File: src/rtl/trng_key_buffer.sv
// Key word buffer between the TRNG/Keccak key output and the bus: a handshake capture FSM
// fills a DEPTH-entry FIFO that the bus drains one word per read request.
module trng_key_buffer #(
    parameter int NBITS_KEY = 32,
    parameter int DEPTH     = 8,
    parameter int LOW_WM    = 2
) (
    input  logic                       clk,
    input  logic                       rst_n,
    input  logic                       enable,
    input  logic                       flush,
    input  logic                       key_ready,
    input  logic [NBITS_KEY-1:0]       key_in,
    output logic                       ack_key_read,
    input  logic                       rd_req,
    output logic [NBITS_KEY-1:0]       rd_data,
    output logic                       rd_valid,
    output logic [$clog2(DEPTH):0]     level,
    output logic                       full,
    output logic                       empty,
    output logic                       underflow,
    output logic                       low_wm_intr
);

    localparam int PTR_W = $clog2(DEPTH);
    localparam int LVL_W = PTR_W + 1;
    localparam logic [LVL_W-1:0] DEPTH_L  = LVL_W'(DEPTH);
    localparam logic [LVL_W-1:0] LOW_WM_L = LVL_W'(LOW_WM);

    typedef enum logic [1:0] {
        IDLE     = 2'd0,
        ACK      = 2'd1,
        WAIT_LOW = 2'd2
    } state_t;

    state_t                 state;
    logic [NBITS_KEY-1:0]   mem [DEPTH];
    logic [PTR_W-1:0]       wr_ptr;
    logic [PTR_W-1:0]       rd_ptr;
    logic [LVL_W-1:0]       level_next;
    logic                   capture;
    logic                   wr_en;
    logic                   rd_en;

    assign full  = (level == DEPTH_L);
    assign empty = (level == '0);

    // The FSM still advances on a flushed capture; only the data write is dropped.
    assign capture = (state == IDLE) && enable && key_ready && !full;
    assign wr_en   = capture && !flush;
    assign rd_en   = rd_req && !empty && !flush;

    always_comb begin
        level_next = level;
        if (flush)
            level_next = '0;
        else if (wr_en && !rd_en)
            level_next = level + LVL_W'(1);
        else if (rd_en && !wr_en)
            level_next = level - LVL_W'(1);
    end

    always_ff @(posedge clk) begin
        if (!rst_n) begin
            state        <= IDLE;
            ack_key_read <= 1'b0;
        end else begin
            case (state)
                IDLE: begin
                    if (capture) begin
                        state        <= ACK;
                        ack_key_read <= 1'b1;
                    end
                end
                ACK: begin
                    state        <= WAIT_LOW;
                    ack_key_read <= 1'b0;
                end
                WAIT_LOW: begin
                    // Upstream holds key_ready until it sees the ack; wait for it to drop
                    // so the same key is not captured twice.
                    if (!key_ready)
                        state <= IDLE;
                end
                default: begin
                    state        <= IDLE;
                    ack_key_read <= 1'b0;
                end
            endcase
        end
    end

    always_ff @(posedge clk) begin
        if (wr_en)
            mem[wr_ptr] <= key_in;
    end

    always_ff @(posedge clk) begin
        if (!rst_n) begin
            wr_ptr      <= '0;
            rd_ptr      <= '0;
            level       <= '0;
            rd_data     <= '0;
            rd_valid    <= 1'b0;
            underflow   <= 1'b0;
            low_wm_intr <= 1'b0;
        end else begin
            level       <= level_next;
            rd_valid    <= rd_en;
            low_wm_intr <= (level >= LOW_WM_L) && (level_next < LOW_WM_L);
            if (rd_req && empty)
                underflow <= 1'b1;
            if (flush) begin
                wr_ptr <= '0;
                rd_ptr <= '0;
            end else begin
                if (wr_en)
                    wr_ptr <= wr_ptr + PTR_W'(1);
                if (rd_en) begin
                    rd_data <= mem[rd_ptr];
                    rd_ptr  <= rd_ptr + PTR_W'(1);
                end
            end
        end
    end

endmodule

File: config.mk
export PLATFORM = sky130hd
export DESIGN_NAME = trng_key_buffer
export DESIGN_NICKNAME = d
export VERILOG_FILES = /design/src/rtl/trng_key_buffer.sv
export SDC_FILE = /design/constraint.sdc
export NUM_CORES = 1
export LEC_CHECK = 0
export ABC_AREA = 1
export BUFFER_PORTS_ARGS = -buffer_cell sky130_fd_sc_hd__buf_2
export CORE_AREA = 2 2 212 214
export DETAILED_ROUTE_END_ITERATION = 12
export DIE_AREA = 0 0 214 216
export PLACE_DENSITY = 0.51
export SLEW_MARGIN = 20
export SYNTH_ARGS = -nofsm -noshare
export SYNTH_HDL_FRONTEND = slang
export SYNTH_SLANG_ARGS = --single-unit
File: constraint.sdc
create_clock -name clk -period 2.8 [get_ports clk]
set_input_delay 0.56 -clock clk [delete_from_list [all_inputs] [get_ports clk]]
set_output_delay 0.56 -clock clk [all_outputs]
set_load 0.01 [all_outputs]
After elaboration in Yosys (flattened, before gate mapping)
Memory sizes are Yosys's and may differ from the RTL's. A register that Yosys moved wholly into a read port is not among the register bits.
Index checks and enable logic that the tools add are counted.

storage, ports and cells
  flip-flop bits (word level) = 16
  bits in latches = 0
  bits in writable memories = 256
  output and inout bits = 42
  word-level logic and storage cells = 55
  memories = 1
  bits of input ports = 38
  bits in read-only memories = 0

memories
  memory  words  bits a word  rd ports  clocked after memory_dff  wr ports  RTL line  text
  mem     8      32           1         1                         1         37        logic [NBITS_KEY-1:0] mem [DEPTH];

cells by class
  muxes and demuxes = 10
  eq/ne operators = 5
  multiply operators = 0
  reduce and logical (&&, ||, !) cells = 22
  shifts and indexed selects = 0
  bitwise operators = 3
  divide/modulo/power cells = 0
  $add $sub $neg = 4
  magnitude comparators = 2

operator list
  operator             number
  $mux 4               3
  $logic_and 1x1->1    10
  $add 3x1->3 const B  2
  $logic_not 1->1      6
  $pmux 2 s3           1
  $reduce_and 2->1     3
  $add 4x1->4 const B  1
  $eq 4x4->1 const B   1
  $ge 4x2->1 const B   1
  $logic_not 4->1      1
  $lt 4x2->1 const B   1
  $mux 2               2
  $ne 2x2->1 const B   2
  $sub 4x1->4 const B  1
  $mux 1               3
  $not 1->1            3
  $eq 2x1->1 const B   1
  $eq 2x2->1 const B   1
  $logic_not 2->1      1
  $pmux 1 s2           1
  $reduce_or 2->1      1

Logic depth before layout (Yosys ltp)
  depth in word-level cells = 12
  mapped depth = 14
  mapped depth without buffers = 13

Worst setup path before layout
Ideal clock, no wire load.

  kind = flip-flop to flip-flop
  from = register level[0]
  to = memory mem[0][0], enable pin
  arrival = 2609 ps
  required time = 2379 ps
  clock period less this slack = 3030 ps
  setup time = 421 ps
  stages on the path, launching flop included = 8
  path buffers = 0
  setup slack = -230 ps
  cells stage by stage = dfxtp_1 -> inv_1 -> ha_1 -> nand3_1 -> nand3_2 -> inv_2 -> nand2_1 -> nor2_1

between the ends
  cells in the longest elaborated chain, start to end = 6

RTL lines
  element                       RTL line  text
  start, declared               18        output logic [$clog2(DEPTH):0] level,
  start signal, assigned        108       level <= level_next;
  $eq 4x4->1                    45        assign full = (level == DEPTH_L);
  $logic_not 1->1               49        assign capture = (state == IDLE) && enable && key_ready && !full;
  $logic_and 1x1->1             49
  $logic_and 1x1->1             50        assign wr_en = capture && !flush;
  net wr_en                     42        logic wr_en;
  $mux 1                        94        if (wr_en)
  $mux 1 (not written as such)  95        mem[wr_ptr] <= key_in;
  end, declared                 37

The timed path passes the listed nets, and every way through them passes these cells.

Final worst setup path
  from = register level[0]
  to = memory mem[6][22], enable pin

The elaborated chain is that of the path after synthesis.

==> flow_summary.yaml <==
floorplan:
  num_rows: 77
  fp.coreArea_um2: 43840
  start_util_pct: 29.80
  die-height_um: 216
  die_area_um2: 46220
  die_w_um: 214
  boundaryPins: 80
synthesis:
  syn-num-nets: 1388
  synthCells: 1343
  synth-seq-cells: 304
  syn_area_um2: 13060
  yosysWarningCount: 0
  postSynthAreaPerCell_um2: 9.727
  synth-seq-area-share_pct: 66.20
  ys_types: 23
drt:
  drtIter0Drc: 556
  totalWireLength_mm: 30.02
  drtAntennaViolNets: 0
  drtPass1Iterations: 5
  vias: 8579
  vias_per_cell: 4.201
  drcViolationCount: 0
  avgRoutedWirePerCell_um: 14.70
finish:
  diodes: 0
  regArea_um2: 8653
  multi_input_area_um2: 3012
  nNetsFinal: 1469
  area_growth_pct: 18.04
  drive_above_1_share_pct: 12.69
  filler_cell_count: 4402
placement:
  place_hpwl_mm: 17.21
  io_buffers: 79
  place_congestion: 0.7520
critical_path:
  path_max_fanout: 20
  path_class: "flop to flop"
  critPathSlowestCell: "dfxtp_1"
  required_ns: 2.98
  cp_cell_sequence: "inv_1 > ha_1 > nand3_1 > nand3_2 > inv_2 > nand2_1 > nor2_4 > buf_4"
  cp-end-kind: "flop"
  arrival_ns: 2.58
  cp.buffers_inverters: 3
  worst_path_largest_cell_delay_ns: 0.42
  cp_top_family: "simple AND/OR/NAND/NOR gates"
  regToRegSetupSlack_ns: 0.40
  worst_setup_path_start_kind: "flop"
sta:
  tightestPinTransition_ns: 0.6455
  final-hold-violation-count: 0
  tns_ns: 0
  grt_setup_unrepaired: "false"
  fmax_mhz: 416.8
  period_share_pct: 85.69
  slew_headroom_pct: 56.96
  clock_skew_ns: 0.007784
  fin_crit_ns: 2.399
  setup_viol_count_final: 0
  finalMaxSlewViolations: 0
clocking:
  cts_hold_buf: 0
  clockBufferDepth: 3
  cts_tree: "done"
  cts_sinks: 304
  clock_latency_ns: 0.51
  cts-root-buf: "clkbuf_16"
  cts_made_buffers: 35
  cts.repair.resized: 0
  clk_pin_slew_ns: 0.06
  post-cts-setup-buffers: 0
  h-tree-depth: 2
global_routing:
  grt_pass1_vias: 8091
  grt_max_degree: 130
  grt_pass1_wl_mm: 46.86
  gr-total-overflow: 0
  antenna_found_initial: 1
  track_usage_pct: 12.95
hold_path:
  holdCritPathClass: "input pin to flop"
status:
  status: "finished, final reports clean"
power:
  cellPowerDensity_nw_per_um2: 634.1
  p_leak_nw: 6.836
  power.total_mw: 9.779
  ir_drop_mv: 0.3865
flow_run:
  maxCapViolCount: 0
==> final timing paths <==
path	start	end	cells past startpoint
max	level[0]$_SDFFE_PP0P_	mem[6][22]$_DFFE_PP_	8
min	key_ready	state[1]$_SDFFE_PN0P_	3
max reg2reg	level[0]$_SDFFE_PP0P_	mem[6][22]$_DFFE_PP_	8
min reg2reg	underflow$_SDFFE_PN0P_	underflow$_SDFFE_PN0P_	1
==> Yosys cell counts, drive strengths merged <==
cell / count / area (um^2)
xor2: 2 / 17.52
nor2: 23 / 93.84
inv: 312 / 1171
clkbuf: 11 / 41.29
o21a: 1 / 7.510
dfxtp: 48 / 960.9
nand3: 200 / 1006
nor3: 1 / 5.000
nand2: 385 / 1450
edfxtp: 256 / 7687
o21ai: 3 / 15.01
nand4: 1 / 6.260
buf: 48 / 251.5
a21oi: 45 / 262.8
ha: 7 / 87.58
==> per-stage QoR <==
step	hold slack [ns]	cells	setup WS [ns]	instance area (um^2)	utilization, %
after global placement	0.4471	1979	0.4957	14250	32.52
after CTS	0.2852	2042	0.3811	15420	35.18
after global routing	0.3125	2042	0.2128	15420	35.18
after detailed placement	0.4541	1979	0.4004	14250	32.52
after floorplan	0.4601	1343	-0.2297	13070	-
final	0.3059	2042	0.4007	15420	35.18
==> power breakdown <==
part	switching, mW	internal, mW
Clock	1.80	2.80
Sequential	0.00926	4.93
Combinational	0.174	0.0705
Total	1.98	7.80
==> kinds of logic after synthesis <==
family	share of synthesized area (%)
AOI/OAI and AO/OA	2.184
xor gates and xnor gates	0.1341
adders and majority gates	0.6704
buffers and inverters	11.21
DFF	66.20
and+or+nand+nor	19.61
==> worst register-to-register path, delay by kind of cell, from the launching register on <==
| family | cells | cell delay (ns) |
|---|---|---|
| simple gates | 4 | 0.77 |
| fa+ha+maj | 1 | 0.27 |
| buf+inv | 3 | 0.60 |
| flops | 1 | 0.42 |
==> per-layer routing <==
metal | wire length [um] | track usage, %
met1 | 13940 | 17.01
met2 | 14280 | 21.96
met3 | 1213 | 2.424
met4 | 563 | 3.357
met5 | 14 | 0
==> flip-flops by register name, indices dropped and copies added, names as in the netlist <==
name / count
mem: 256
rd_data: 32
level: 4
rd_ptr: 3
wr_ptr: 3
state: 2
ack_key_read: 1
low_wm_intr: 1
rd_valid: 1
underflow: 1
==> cell type report <==
class                           instances  area share [%]
Sequential cell                       304           56.11
Multi-Input combinational cell        668           19.53
Inverter                              312           7.602
Clock buffer                           48           6.531
Tap cell                              592           4.803
Timing Repair Buffer                  103           4.381
Clock inverter                         15           1.039
==> cell usage in the layout, fill, tap and decap left out, drive strengths merged, types with 3 or more instances in the layout <==
| cell type | n |
|---|---|
| o21ai | 3 |
| ha | 7 |
| clkbuf | 48 |
| a21oi | 45 |
| dfxtp | 48 |
| edfxtp | 256 |
| nor2 | 23 |
| clkinv | 11 |
| nand2 | 385 |
| buf | 103 |
| inv | 312 |
| bufinv | 3 |
| nand3 | 200 |
Power figures use the tool's default switching activity.
